`src/rtl/mem_byte_sequencer_if.sv`:
```
`default_nettype none
// ============================================================================
// Module   : mem_byte_sequencer_if
// Purpose  : Bundles the fetch requester, the load/store requester and the
//            byte-wide memory array port of mem_byte_sequencer.
// Modports : master - requesters plus memory array (drives requests and
//                     mem_rdata; receives acks, rdata and the array strobes)
//            slave  - the sequencer itself
// Revision : 1.0 - initial release
// ============================================================================
interface mem_byte_sequencer_if;
  // fetch requester
  logic        if_req;
  logic [31:0] if_addr;
  logic        if_ack;
  logic        if_err;
  logic [31:0] if_rdata;
  // load/store requester
  logic        ls_req;
  logic        ls_we;
  logic [1:0]  ls_size;
  logic [31:0] ls_addr;
  logic [31:0] ls_wdata;
  logic        ls_ack;
  logic        ls_err;
  logic [31:0] ls_rdata;
  // memory array port
  logic [31:0] mem_addr;
  logic        mem_we;
  logic [7:0]  mem_wdata;
  logic [7:0]  mem_rdata;
  logic        IorD;

  modport master (
    output if_req, if_addr,
    input  if_ack, if_err, if_rdata,
    output ls_req, ls_we, ls_size, ls_addr, ls_wdata,
    input  ls_ack, ls_err, ls_rdata,
    input  mem_addr, mem_we, mem_wdata, IorD,
    output mem_rdata
  );

  modport slave (
    input  if_req, if_addr,
    output if_ack, if_err, if_rdata,
    input  ls_req, ls_we, ls_size, ls_addr, ls_wdata,
    output ls_ack, ls_err, ls_rdata,
    output mem_addr, mem_we, mem_wdata, IorD,
    input  mem_rdata
  );
endinterface
`default_nettype wire

```
`src/rtl/mem_byte_sequencer.sv`:
```
`default_nettype none
// ============================================================================
// Module   : mem_byte_sequencer
// Purpose  : Shares a single byte-wide memory port between the fetch and the
//            load/store requesters of a multicycle RV32I core. One byte per
//            clock; 8/16/32-bit little-endian transfers are split/assembled.
//            Misaligned and out-of-range requests are rejected at grant.
// Ports    : clk   - system clock, rising edge
//            rst_n - asynchronous active-low reset
//            bus   - mem_byte_sequencer_if.slave (requests, acks, read data,
//                    memory address/strobe/data, IorD)
// Params   : MEM_BYTES - array size in bytes (valid addresses 0..MEM_BYTES-1)
// Revision : 1.0 - initial release
// ============================================================================
module mem_byte_sequencer #(
  parameter int MEM_BYTES = 64
) (
  input  logic                  clk,
  input  logic                  rst_n,
  mem_byte_sequencer_if.slave   bus
);

  typedef enum logic [1:0] {
    S_IDLE   = 2'd0,
    S_ACCESS = 2'd1,
    S_DONE   = 2'd2
  } state_t;

  state_t      r_state;
  state_t      w_state_nxt;

  // transfer context latched at grant
  logic        r_is_if;
  logic        r_we;
  logic        r_err;
  logic [31:0] r_addr;
  logic [31:0] r_wdata;
  logic [1:0]  r_last_k;
  logic [1:0]  r_k;
  logic [31:0] r_asm;
  logic        r_prio_ls;     // 1: ls wins when both requests are high
  logic [31:0] r_if_rdata;
  logic [31:0] r_ls_rdata;

  // grant-time decode
  logic        w_any_req;
  logic        w_pick_ls;
  logic [31:0] w_g_addr;
  logic [1:0]  w_g_size;
  logic [2:0]  w_nbytes;
  logic        w_g_err;
  logic [31:0] w_asm_nxt;

  assign w_any_req = bus.if_req | bus.ls_req;
  // A lone request always wins; the pointer only breaks ties.
  assign w_pick_ls = bus.ls_req & (~bus.if_req | r_prio_ls);
  assign w_g_addr  = w_pick_ls ? bus.ls_addr : bus.if_addr;
  assign w_g_size  = w_pick_ls ? bus.ls_size : 2'b10;

  always_comb begin
    w_nbytes = 3'd1;
    case (w_g_size)
      2'b01:   w_nbytes = 3'd2;
      2'b10:   w_nbytes = 3'd4;
      default: w_nbytes = 3'd1;
    endcase
  end

  // Range check is done in 33 bits so addresses near 2^32 cannot wrap.
  assign w_g_err = (w_g_size == 2'b11)
                 | ((w_g_size == 2'b01) & w_g_addr[0])
                 | ((w_g_size == 2'b10) & (w_g_addr[1:0] != 2'b00))
                 | (({1'b0, w_g_addr} + 33'(w_nbytes)) > 33'(MEM_BYTES));

  // Assembly register with the current byte merged into lane k.
  always_comb begin
    w_asm_nxt = r_asm;
    w_asm_nxt[{r_k, 3'b000} +: 8] = bus.mem_rdata;
  end

  assign bus.if_rdata = r_if_rdata;
  assign bus.ls_rdata = r_ls_rdata;

  // State register
  always_ff @(posedge clk or negedge rst_n) begin
    if (!rst_n) r_state <= S_IDLE;
    else        r_state <= w_state_nxt;
  end

  // Next state and outputs
  always_comb begin
    w_state_nxt   = r_state;
    bus.if_ack    = 1'b0;
    bus.if_err    = 1'b0;
    bus.ls_ack    = 1'b0;
    bus.ls_err    = 1'b0;
    bus.mem_addr  = 32'd0;
    bus.mem_we    = 1'b0;
    bus.mem_wdata = 8'd0;
    bus.IorD      = 1'b0;
    case (r_state)
      S_IDLE: begin
        if (w_any_req) w_state_nxt = w_g_err ? S_DONE : S_ACCESS;
      end
      S_ACCESS: begin
        bus.mem_addr = r_addr + 32'(r_k);
        bus.IorD     = r_is_if;
        if (r_we) begin
          bus.mem_we    = 1'b1;
          bus.mem_wdata = r_wdata[{r_k, 3'b000} +: 8];
        end
        if (r_k == r_last_k) w_state_nxt = S_DONE;
      end
      S_DONE: begin
        bus.if_ack  = r_is_if;
        bus.if_err  = r_is_if & r_err;
        bus.ls_ack  = ~r_is_if;
        bus.ls_err  = ~r_is_if & r_err;
        w_state_nxt = S_IDLE;
      end
      default: w_state_nxt = S_IDLE;
    endcase
  end

  // Datapath
  always_ff @(posedge clk or negedge rst_n) begin
    if (!rst_n) begin
      r_is_if    <= 1'b0;
      r_we       <= 1'b0;
      r_err      <= 1'b0;
      r_addr     <= 32'd0;
      r_wdata    <= 32'd0;
      r_last_k   <= 2'd0;
      r_k        <= 2'd0;
      r_asm      <= 32'd0;
      r_prio_ls  <= 1'b1;
      r_if_rdata <= 32'd0;
      r_ls_rdata <= 32'd0;
    end else begin
      case (r_state)
        S_IDLE: begin
          if (w_any_req) begin
            r_is_if   <= ~w_pick_ls;
            r_we      <= w_pick_ls & bus.ls_we;
            r_err     <= w_g_err;
            r_addr    <= w_g_addr;
            r_wdata   <= bus.ls_wdata;
            r_last_k  <= 2'(w_nbytes - 3'd1);
            r_k       <= 2'd0;
            r_asm     <= 32'd0;
            r_prio_ls <= ~w_pick_ls;
          end
        end
        S_ACCESS: begin
          r_k <= r_k + 2'd1;
          if (!r_we) begin
            r_asm <= w_asm_nxt;
            // Publish on the last byte so rdata is valid alongside the ack.
            if (r_k == r_last_k) begin
              if (r_is_if) r_if_rdata <= w_asm_nxt;
              else         r_ls_rdata <= w_asm_nxt;
            end
          end
        end
        default: ;
      endcase
    end
  end

endmodule
`default_nettype wire

```
`src/flat_wrapper.sv`:
```
// flat-port wrapper written by rule: the top's interface ports become plain ports
module mem_byte_sequencer_flat 
#(
  parameter int MEM_BYTES = 64
)
  (clk, rst_n, bus_if_req, bus_if_addr, bus_if_ack, bus_if_err, bus_if_rdata, bus_ls_req, bus_ls_we, bus_ls_size, bus_ls_addr, bus_ls_wdata, bus_ls_ack, bus_ls_err, bus_ls_rdata, bus_mem_addr, bus_mem_we, bus_mem_wdata, bus_IorD, bus_mem_rdata);
  mem_byte_sequencer_if bus_i ();
  input  logic clk;
  input  logic rst_n;
  input wire logic [$bits(bus_i.if_req)-1:0] bus_if_req;
  input wire logic [$bits(bus_i.if_addr)-1:0] bus_if_addr;
  output wire logic [$bits(bus_i.if_ack)-1:0] bus_if_ack;
  output wire logic [$bits(bus_i.if_err)-1:0] bus_if_err;
  output wire logic [$bits(bus_i.if_rdata)-1:0] bus_if_rdata;
  input wire logic [$bits(bus_i.ls_req)-1:0] bus_ls_req;
  input wire logic [$bits(bus_i.ls_we)-1:0] bus_ls_we;
  input wire logic [$bits(bus_i.ls_size)-1:0] bus_ls_size;
  input wire logic [$bits(bus_i.ls_addr)-1:0] bus_ls_addr;
  input wire logic [$bits(bus_i.ls_wdata)-1:0] bus_ls_wdata;
  output wire logic [$bits(bus_i.ls_ack)-1:0] bus_ls_ack;
  output wire logic [$bits(bus_i.ls_err)-1:0] bus_ls_err;
  output wire logic [$bits(bus_i.ls_rdata)-1:0] bus_ls_rdata;
  output wire logic [$bits(bus_i.mem_addr)-1:0] bus_mem_addr;
  output wire logic [$bits(bus_i.mem_we)-1:0] bus_mem_we;
  output wire logic [$bits(bus_i.mem_wdata)-1:0] bus_mem_wdata;
  output wire logic [$bits(bus_i.IorD)-1:0] bus_IorD;
  input wire logic [$bits(bus_i.mem_rdata)-1:0] bus_mem_rdata;
  assign bus_i.if_req = bus_if_req;
  assign bus_i.if_addr = bus_if_addr;
  assign bus_if_ack = bus_i.if_ack;
  assign bus_if_err = bus_i.if_err;
  assign bus_if_rdata = bus_i.if_rdata;
  assign bus_i.ls_req = bus_ls_req;
  assign bus_i.ls_we = bus_ls_we;
  assign bus_i.ls_size = bus_ls_size;
  assign bus_i.ls_addr = bus_ls_addr;
  assign bus_i.ls_wdata = bus_ls_wdata;
  assign bus_ls_ack = bus_i.ls_ack;
  assign bus_ls_err = bus_i.ls_err;
  assign bus_ls_rdata = bus_i.ls_rdata;
  assign bus_mem_addr = bus_i.mem_addr;
  assign bus_mem_we = bus_i.mem_we;
  assign bus_mem_wdata = bus_i.mem_wdata;
  assign bus_IorD = bus_i.IorD;
  assign bus_i.mem_rdata = bus_mem_rdata;
  mem_byte_sequencer #(.MEM_BYTES(MEM_BYTES)) u_core (.clk(clk), .rst_n(rst_n), .bus(bus_i));
endmodule
```
`config.mk`:
```
export PLATFORM = sky130hd
export DESIGN_NAME = mem_byte_sequencer_flat
export DESIGN_NICKNAME = d
export VERILOG_FILES = /design/src/rtl/mem_byte_sequencer_if.sv /design/src/rtl/mem_byte_sequencer.sv /design/src/flat_wrapper.sv
export SDC_FILE = /design/constraint.sdc
export NUM_CORES = 1
export LEC_CHECK = 0
export ABC_AREA = 1
export BUFFER_PORTS_ARGS = -buffer_cell sky130_fd_sc_hd__buf_4
export CORE_MARGIN = 10
export CORE_UTILIZATION = 40
export DETAILED_ROUTE_END_ITERATION = 6
export PLACE_DENSITY = 0.7
export SYNTH_ARGS = -nofsm -noshare
export SYNTH_HDL_FRONTEND = slang
export SYNTH_SLANG_ARGS = --single-unit
```
`constraint.sdc`:
```
create_clock -name clk -period 3.67 [get_ports clk]
set_clock_uncertainty 0.1 [all_clocks]
set_input_delay 0.367 -clock clk [delete_from_list [all_inputs] [get_ports clk]]
set_output_delay 0.367 -clock clk [all_outputs]
set_load 0.02 [all_outputs]
```
# [Yosys cells after proc, flatten, opt, wreduce, memory -nomap -nowiden]
# Index checks and enable logic that the tools add are counted.
[word_totals] out_inout_bits=110 in_bits=111 register_bits=170
[classes] n_addsub=5 n_shift=3 magnitude_cmp=1 muxes=23 n_eq_ne=9 reduce_logical=9 n_bitwise=15
[ops] cell="$mux W32" n=4
[ops] cell="$pmux W32 S2" n=1
[ops] cell="$add A32 B3 Y33" n=1
[ops] cell="$gt A33 B7 Y1 const B" n=1
[ops] cell="$add A32 B2 Y32" n=1
[ops] cell="$bwmux W32" n=1
[ops] cell="$shift A8 B7 Y32 const A" n=1
[ops] cell="$shiftx A32 B6 Y8" n=1
[ops] cell="$shiftx A8 B7 Y32" n=1
[ops] cell="$mux W8" n=2
[ops] cell="$mux W2" n=5
[ops] cell="$pmux W2 S2" n=2
[ops] cell="$reduce_and A4 Y1" n=2
[ops] cell="$mux W1" n=7
[ops] cell="$neg A5 Y7" n=1
[ops] cell="$and A1 B1 Y1" n=6
[ops] cell="$eq A2 B2 Y1 const B" n=3
[ops] cell="$pmux W3 S2" n=1
[ops] cell="$reduce_and A2 Y1" n=3
[ops] cell="$or A1 B1 Y1" n=5
[ops] cell="$eq A2 B1 Y1 const B" n=2
[ops] cell="$ne A2 B1 Y1 const B" n=2
[ops] cell="$not A1 Y1" n=4
[ops] cell="$reduce_bool A2 Y1" n=2
[ops] cell="other kinds (6)" n=6

# [Depth between registers and ports, before layout]
# Gate-level depths: netlist of the first run.
[depth] word_depth=12 ltp_mapped=28 mapped_depth_nobuf=25

# [Least setup slack after synthesis of the first run]
# OpenSTA, ideal clock, no wires.
[synth_path] kind="flip-flop to flip-flop" start="reg u_core.r_prio_ls" end="reg u_core.r_state[1]" n_path_buf=3 required_time_ps=3445 setup_ps=125 t_arrival_ps=3033 path_slack_ps=413 path_stages_with_launch=21 cell_sequence="dfstp_2 > inv_2 > nand2_4 > nand2_4 > buf_8 > buf_6 > nor2_1 > inv_1 > ha_1 > ha_1 > inv_1 > nor2_1 > nand2_1 > nand2_2 > buf_4 > nand4_1 > or2_0 > a21oi_1 > nand3_1 > nor2_2 > a21oi_1"
[synth_via] elab_chain_cells=11 word_cells_on_any_way=19 cone_classes="1 x add/sub; 1 x order compare; 3 x eq/ne; 6 x mux; 7 x bitwise; 1 x reduce/logical"
[synth_lines] item="start, declared" line="mem_byte_sequencer.sv:41" text="logic r_prio_ls;"
[synth_lines] item="start signal, assigned" line="mem_byte_sequencer.sv:151" text="r_prio_ls <= ~w_pick_ls;"
[synth_lines] item="$or A1 B1 Y1 (*)" line="mem_byte_sequencer.sv:56" text="assign w_pick_ls = bus.ls_req & (~bus.if_req | r_prio_ls);"
[synth_lines] item="$and A1 B1 Y1 (*)" line="mem_byte_sequencer.sv:56"
[synth_lines] item="$mux W2" line="mem_byte_sequencer.sv:58" text="assign w_g_size = w_pick_ls ? bus.ls_size : 2'b10;"
[synth_lines] item="$eq A2 B2 Y1 / $eq A2 B1 Y1 (equally long branches)" line="mem_byte_sequencer.sv:62, mem_byte_sequencer.sv:72, mem_byte_sequencer.sv:71"
[synth_lines] item="$pmux W3 S2 / $and A1 B1 Y1 (equally long branches)" line="mem_byte_sequencer.sv:62, mem_byte_sequencer.sv:71"
[synth_lines] item="$add A32 B3 Y33 / $or A1 B1 Y1 (equally long branches)" line="mem_byte_sequencer.sv:73, mem_byte_sequencer.sv:71"
[synth_lines] item="$gt A33 B7 Y1 / $or A1 B1 Y1 (equally long branches)" line="mem_byte_sequencer.sv:73, mem_byte_sequencer.sv:72"
[synth_lines] item="$or A1 B1 Y1 (*)" line="mem_byte_sequencer.sv:73" text="| (({1'b0, w_g_addr} + 33'(w_nbytes)) > 33'(MEM_BYTES));"
[synth_lines] item="$mux W2 (*) (2 in a row)" line="mem_byte_sequencer.sv:103" text="if (w_any_req) w_state_nxt = w_g_err ? S_DONE : S_ACCESS;"
[synth_lines] item="$pmux W2 S2 (*)" line="mem_byte_sequencer.sv:101" text="case (r_state)"
[synth_lines] item="end signal, assigned" line="mem_byte_sequencer.sv:87" text="else r_state <= w_state_nxt;"
[synth_lines] item="end, declared" line="mem_byte_sequencer.sv:29" text="state_t r_state;"
# Every way passes the cells marked *; elsewhere a longest branch is shown, timed or not. The select of a mux whose other input is x is not followed.
# A chain may end at the register's enable or synchronous reset.

# [Final worst setup path of the first run]
[layout_path] start="reg u_core.r_k[0]" end="out bus_mem_addr[28]"
[layout_via] elab_chain_cells=2
[layout_lines] item="start, declared" line="mem_byte_sequencer.sv:39" text="logic [1:0] r_k;"
[layout_lines] item="start signal, assigned" line="mem_byte_sequencer.sv:155" text="r_k <= r_k + 2'd1;"
[layout_lines] item="$add A32 B2 Y32" line="mem_byte_sequencer.sv:106" text="bus.mem_addr = r_addr + 32'(r_k);"
[layout_lines] item="$mux W32" line="mem_byte_sequencer.sv:101"
[layout_lines] item="end, declared" line="flat_wrapper.sv:23" text="output wire logic [$bits(bus_i.mem_addr)-1:0] bus_mem_addr;"
# Every way passes these cells.

==> results.cfg, run 1 <==
[logic_synthesis]
synth_async_sr_flop_share_pct = 100
synth_area_per_cell_um2 = 6.99
synthFlopType = dfrtp_1
synth_top_cells_by_count = 425 x nand2_1, 194 x inv_1, 169 x dfrtp_1
yosysWarnings = 0
syn_nets = 1550
syn_inst = 1424
synth_top_cells_by_area = dfrtp_1 42%, nand2_1 16%, inv_1 7.3%
synth-seq-cells = 170
synth-edff-count = 0
synth_most_common_cell = nand2_1
syn_area_mm2 = 0.00996
synth_top_area_share_pct = 42.5
yosysSeqAreaShare_pct = 42.7
yosysUniqueCellTypes = 44
yosys.area.top_type = dfrtp_1

[timing]
tightest_slew_ns = 1.01
slew_headroom_pct = 32.4
timing.hold.ws_ns = 0.0136
tns_ns = 0
finalCriticalPeriod_ns = 3.55
finalCritPeriodShare_pct = 96.8
rsz0062_at_grt = yes
fmax_mhz = 281
setup_viol = 0
hold_viol = 0
report.final.slew_viol_count = 0

[placed_design]
placed_cells = 1927
place_congestion = 0.916
portBuffers = 220
place_hpwl_um = 23600
placed_area_mm2 = 0.0119

[clock_network]
cts_tree = built
cts_buffers = 17
clk_pin_slew_ns = 0.08
htreeDepth = 4
clk_latency_ns = 0.44
cts-root-buf = clkbuf_16
clockBufferDepth = 2
cts.sinks = 170

[floorplanning]
placementRows = 57
initial_utilization_pct = 40.8
io_pins = 221
die_h_um = 178
die_w_um = 178
core-area_mm2 = 0.0244
dieArea_mm2 = 0.0316

[setup_path]
cpLargestDelayFamily = simple AND/OR/NAND/NOR gates
crit_type = register to output pin
crit_end = bus_mem_addr[28]
r2r_slack_ns = 0.34
start_kind = register
cp-startpoint = u_core.r_k[0]$_DFFE_PN0P_
r2r_end = u_core.r_state[0]$_DFFE_PN0P_
endpoint_kind = output pin
path_buf_inv = 1
cp.required_ns = 3.20
r2r_start = u_core.r_prio_ls$_DFFE_PN1P_
max_stage_delay_ns = 0.39
crit_cells = 15
cp.arrival_ns = 3.09
cp_max_fo = 3
ff2ff_path_depth = 23
critPathSlowestCell = dfrtp_1
crit_chain = ha_2 -> fa_1 -> nand2_2 -> nor2_4 -> nand2_1 -> nor2_4 -> nand3_2 -> nor4_4 -> nand3_1 -> nor2_2 -> nand2_2 -> nor3_4 -> a21oi_1 -> nor2_1 -> buf_4

[grt]
grt_use_total_pct = 19.0
overflow = 0
grt_start_max_net_pins = 92
grt_pass1_wl_um = 48600
antenna_found_initial = 0
grt_pass1_vias = 9614

[final_layout]
layout-drive-gt1-share_pct = 21.0
area_growth_pct = 27.2
finalCoreUtilization_pct = 51.9
antenna_cells = 0
nFillCells = 2435
fin_cells = 1965
fin_area_mm2 = 0.0127
nNetsFinal = 1754

[min_path]
hold_path.startpoint = bus_ls_wdata[22]
hp-class = primary input to register

[routing]
drtPass1Iterations = 5
wl_per_cell_um = 15.7
viasPerCell = 5.01
drt_wl_total_um = 30900
num_vias = 9841
first_iter_violations = 817
drc = 0
ant_nets = 0

[pwr]
irDropWorstVdd_mv = 0.294
p_per_area_mw_per_mm2 = 389
leakagePower_uw = 0.00627

[outcome]
outcome = completed

[flow_run]
drv_cap = 0
power breakdown:
| group | switching, uW | total [uW] | leakage (uW) | internal, uW |
|---|---|---|---|---|
| combinational | 584 | 896 | 0.00406 | 311 |
| clock | 910 | 1860 | 0.000304 | 953 |
| sequential | 144 | 2170 | 0.00190 | 2020 |
area by class of cell:
cell class | instances | area [um^2] | share of cell area [%]
inverter | 202 | 758 | 5.99
sequential | 170 | 4260 | 33.6
timing repair buffer | 241 | 1830 | 14.4
clock buffer | 18 | 439 | 3.47
multi-input combinational | 996 | 4780 | 37.8
clock inverter | 14 | 195 | 1.54
tap | 324 | 405 | 3.20
what timing repair did:
action | 4_1_cts | 5_1_grt
hold buffers | 1 | 0
endpoints found under the setup margin | 2 | 13
pin swaps | 0 | 4
hold endpoints to repair | 88 | 0
gates resized for setup | 2 | 21
setup buffers | 0 | 5
stage by stage:
stage	power (uW)	setup WS, ns
final	4930	0.117
after CTS	4940	0.0192
after floorplan	2750	0.413
after global routing	5180	-0.0318
after detailed placement	3070	0.189
after global placement	3050	0.318
metal layers:
metal,wire length (um),GRT usage [%],vias up
li1,-,-,4942
met4,730,6.70,0
met3,2050,4.46,43
met1,13900,24.7,4553
met5,0,0,-
met2,14200,30.2,303
cells by family after synthesis:
group	share of synthesized area (%)
xor gates and xnor gates	0.264
adders and majority gates	1.96
DFF	42.7
AOI/OAI and AO/OA	13.5
and+or+nand+nor	31.2
buffers and inverters	10.3
flip-flops by register name, indices dropped and copies added (netlist names):
register             cells
u_core.r_k               2
u_core.r_we              1
u_core.r_addr           32
u_core.r_last_k          2
u_core.r_prio_ls         1
u_core.r_is_if           1
u_core.bus.ls_rdata     32
u_core.r_state           2
u_core.r_asm            32
u_core.r_err             1
u_core.r_wdata          32
u_core.bus.if_rdata     32
worst register-to-register path, cell delays in order, from the launching register on:
cell and delay (ns):
dfstp_2 0.53, inv_2 0.06, nand2_8 0.12, nand2_4 0.10
nor2_2 0.14, inv_1 0.09, ha_1 0.23, ha_1 0.37
nand2_1 0.09, nand3b_1 0.17, nand2_1 0.12, buf_4 0.19
nand2_1 0.10, inv_1 0.08, nand2_1 0.05, nand2_1 0.05
nand2_1 0.04, inv_1 0.05, nand2_1 0.07, nor2_1 0.11
nand3_1 0.12, nor2_4 0.15, nand2_1 0.07, nand2_1 0.08
worst min path at each step:
stage                                                     to  slack [ns]  cells after the start
after global routing          u_core.r_wdata[28]$_DFFE_PN0P_        0.02                      3
after global placement        u_core.r_wdata[14]$_DFFE_PN0P_        0.36                      2
after detailed placement      u_core.r_wdata[25]$_DFFE_PN0P_        0.36                      2
after CTS                     u_core.r_wdata[22]$_DFFE_PN0P_       0.005                      3
after floorplan           u_core.bus.if_rdata[0]$_DFFE_PN0P_       -0.03                      0
final                         u_core.r_wdata[22]$_DFFE_PN0P_        0.01                      3
placed cells by master (no fill, tap or decap), types with 2 or more instances in the layout:
cell,netlist,final
nor2_2,11,16
o21ai_1,11,11
dfrtp_1,169,169
nand3_1,52,50
o21ai_2,1,2
buf_4,6,238
a31oi_1,6,6
inv_2,7,9
nand2_2,14,18
o22ai_1,60,60
clkbuf_16,0,17
nand2_4,2,2
or2_2,5,5
a21oi_1,33,33
o21ai_0,128,127
nand3b_1,16,16
xnor2_1,3,3
nor4_1,4,4
nor2_1,156,148
inv_8,0,2
inv_1,194,192
nand3_2,1,2
inv_6,0,2
nor2_4,4,7
ha_1,14,13
clkinv_8,0,8
nor3_1,16,15
nand4_1,20,20
nand2_1,425,420
(Power assumes the default switching activity.)
==> inputs of run 2 (changes only) <==
--- a/config.mk
+++ b/config.mk
@@ -8,9 +8,9 @@
 export ABC_AREA = 1
 export BUFFER_PORTS_ARGS = -buffer_cell sky130_fd_sc_hd__buf_4
 export CORE_MARGIN = 10
-export CORE_UTILIZATION = 40
+export CORE_UTILIZATION = 49
 export DETAILED_ROUTE_END_ITERATION = 6
-export PLACE_DENSITY = 0.7
+export PLACE_DENSITY = 0.81
 export SYNTH_ARGS = -nofsm -noshare
 export SYNTH_HDL_FRONTEND = slang
 export SYNTH_SLANG_ARGS = --single-unit
==> constraint.sdc (replaced) <==
create_clock -name clk -period 4.4 [get_ports clk]
set_clock_uncertainty 0.1 [all_clocks]
set_input_delay 0.44 -clock clk [delete_from_list [all_inputs] [get_ports clk]]
set_output_delay 0.44 -clock clk [all_outputs]
set_load 0.02 [all_outputs]
==> results.cfg, run 2 (synthesized netlist as in run 1, its figures left out) <==
[routing]
num_vias = 10000
drc = 0
ant_nets = 0
drtPass1Iterations = 6
viasPerCell = 5.28
wl_per_cell_um = 16.1
drt_wl_total_um = 30600
first_iter_violations = 1001

[clock_network]
clk_latency_ns = 0.44
cts_resized = 0
ctsHoldBuffers = 0
htreeDepth = 4
cts-root-buf = clkbuf_16
clockBufferDepth = 2
postCtsSetupRepairBufs = 0
cts_tree = built
cts_buffers = 17
clk_pin_slew_ns = 0.07
cts.sinks = 170

[floorplanning]
die_h_um = 163
dieArea_mm2 = 0.0264
core-area_mm2 = 0.0201
io_pins = 221
die_w_um = 163
placementRows = 52
initial_utilization_pct = 49.5

[setup_path]
start_kind = register
cp.required_ns = 3.86
critPathSlowestCell = dfrtp_1
endpoint_kind = output pin
crit_chain = ha_1 -> fa_1 -> nand2_1 -> nor2_1 -> nand2_1 -> nor2_2 -> nand3_1 -> nor4_2 -> nand3_1 -> nor2_1 -> nand2_1 -> nor3_2 -> a21oi_1 -> nor2_1 -> buf_4
path_buf_inv = 1
cp_max_fo = 6
crit_type = register to output pin
max_stage_delay_ns = 0.39
cp.arrival_ns = 3.37
cpLargestDelayFamily = simple AND/OR/NAND/NOR gates

[grt]
grt_use_total_pct = 22.6
overflow = 0
grt_pass1_wl_um = 49300
antenna_found_initial = 0
grt_start_max_net_pins = 107
grt_pass1_vias = 9751

[final_layout]
fin_area_mm2 = 0.0124
final_common_cell = nand2_1
area_growth_pct = 24.7
antenna_cells = 0
final_cell_mix = 425 x nand2_1, 229 x buf_4, 194 x inv_1
nNetsFinal = 1744
layout-drive-gt1-share_pct = 19.4
nFillCells = 1782

[outcome]
outcome = finished, violations left
violations = negative hold slack

[timing]
slew_headroom_pct = 30.0
hold_viol = 3
rsz0062_at_grt = no
fmax_mhz = 256
timing.hold.ws_ns = -0.00642
setup_viol = 0
finalCritPeriodShare_pct = 88.9
tightest_slew_ns = 1.05
finalCriticalPeriod_ns = 3.91
tns_ns = 0
report.final.slew_viol_count = 0

[pwr]
swShare_pct = 31.3
p_clk_share_pct = 38.1
leakagePower_uw = 0.00621
p_per_area_mw_per_mm2 = 331
p_int_uw = 2820
seq_power_share_pct = 44.1
irDropWorstVdd_mv = 0.228
combinationalPowerShare_pct = 17.8
p_sw_uw = 1290

[flow_run]
drv_cap = 0

[placed_design]
place_hpwl_um = 23000
place_congestion = 0.941
placed_area_mm2 = 0.0118
portBuffers = 220

[min_path]
hp-class = primary input to asynchronous set/reset pin
-- run 2: path summary, 6_finish.rpt --
kind | start | endpoint | slack, ns | cells after the start
max | u_core.r_addr[0]$_DFFE_PN0P_ | bus_mem_addr[28] | 0.49 | 15
min | rst_n | u_core.bus.ls_rdata[12]$_DFFE_PN0P_ | -0.006 | 1
max reg2reg | u_core.r_prio_ls$_DFFE_PN1P_ | u_core.r_err$_DFFE_PN0P_ | 0.76 | 19
min reg2reg | u_core.r_wdata[9]$_DFFE_PN0P_ | u_core.r_wdata[9]$_DFFE_PN0P_ | 0.38 | 2
max in group asynchronous | rst_n | u_core.r_addr[10]$_DFFE_PN0P_ | 3.31 | 2
min in group clk | bus_ls_wdata[29] | u_core.r_wdata[29]$_DFFE_PN0P_ | 0.09 | 3
-- run 2: power by group through the flow --
| stage | logic, uW | clock network [uW] | registers, uW |
|---|---|---|---|
| final | 733 | 1560 | 1810 |
| after CTS | 732 | 1580 | 1800 |
| after global routing | 840 | 1650 | 1830 |
| after detailed placement | 727 | 0 | 1830 |
| after global placement | 710 | 0 | 1830 |
| after floorplan | 491 | 0 | 1800 |
-- run 2: area by class of cell --
cell class                      instances  area, um^2  area share [%]
Multi-Input combinational cell        996        4700            37.8
Sequential cell                       170        4260            34.3
Timing Repair Buffer                  231        1750            14.1
Inverter                              202         758            6.11
Clock buffer                           18         439            3.54
Tap cell                              270         338            2.72
Clock inverter                         13         176            1.42
-- run 2: metrics by stage --
step | total power (uW) | setup WS (ns) | hold WS (ns) | cells | utilization [%]
final | 4110 | 0.490 | -0.00642 | 1900 | 61.8
after global routing | 4310 | 0.0398 | 0.0796 | 1900 | 61.8
after global placement | 2540 | 0.879 | 0.359 | 1869 | 58.7
after CTS | 4120 | 0.517 | 0.0367 | 1900 | 61.8
after floorplan | 2290 | 1.14 | 0.0444 | 1424 | -
after detailed placement | 2560 | 0.730 | 0.360 | 1869 | 58.7
-- run 2: layer usage --
| layer | vias up | part of all wire [%] | GRT usage, % |
|---|---|---|---|
| met4 | 0 | 2.0 | 6.93 |
| li1 | 4927 | - | - |
| met1 | 4681 | 43 | 29.7 |
| met5 | - | 0 | 0 |
| met2 | 381 | 47 | 36.5 |
| met3 | 47 | 7.7 | 5.23 |
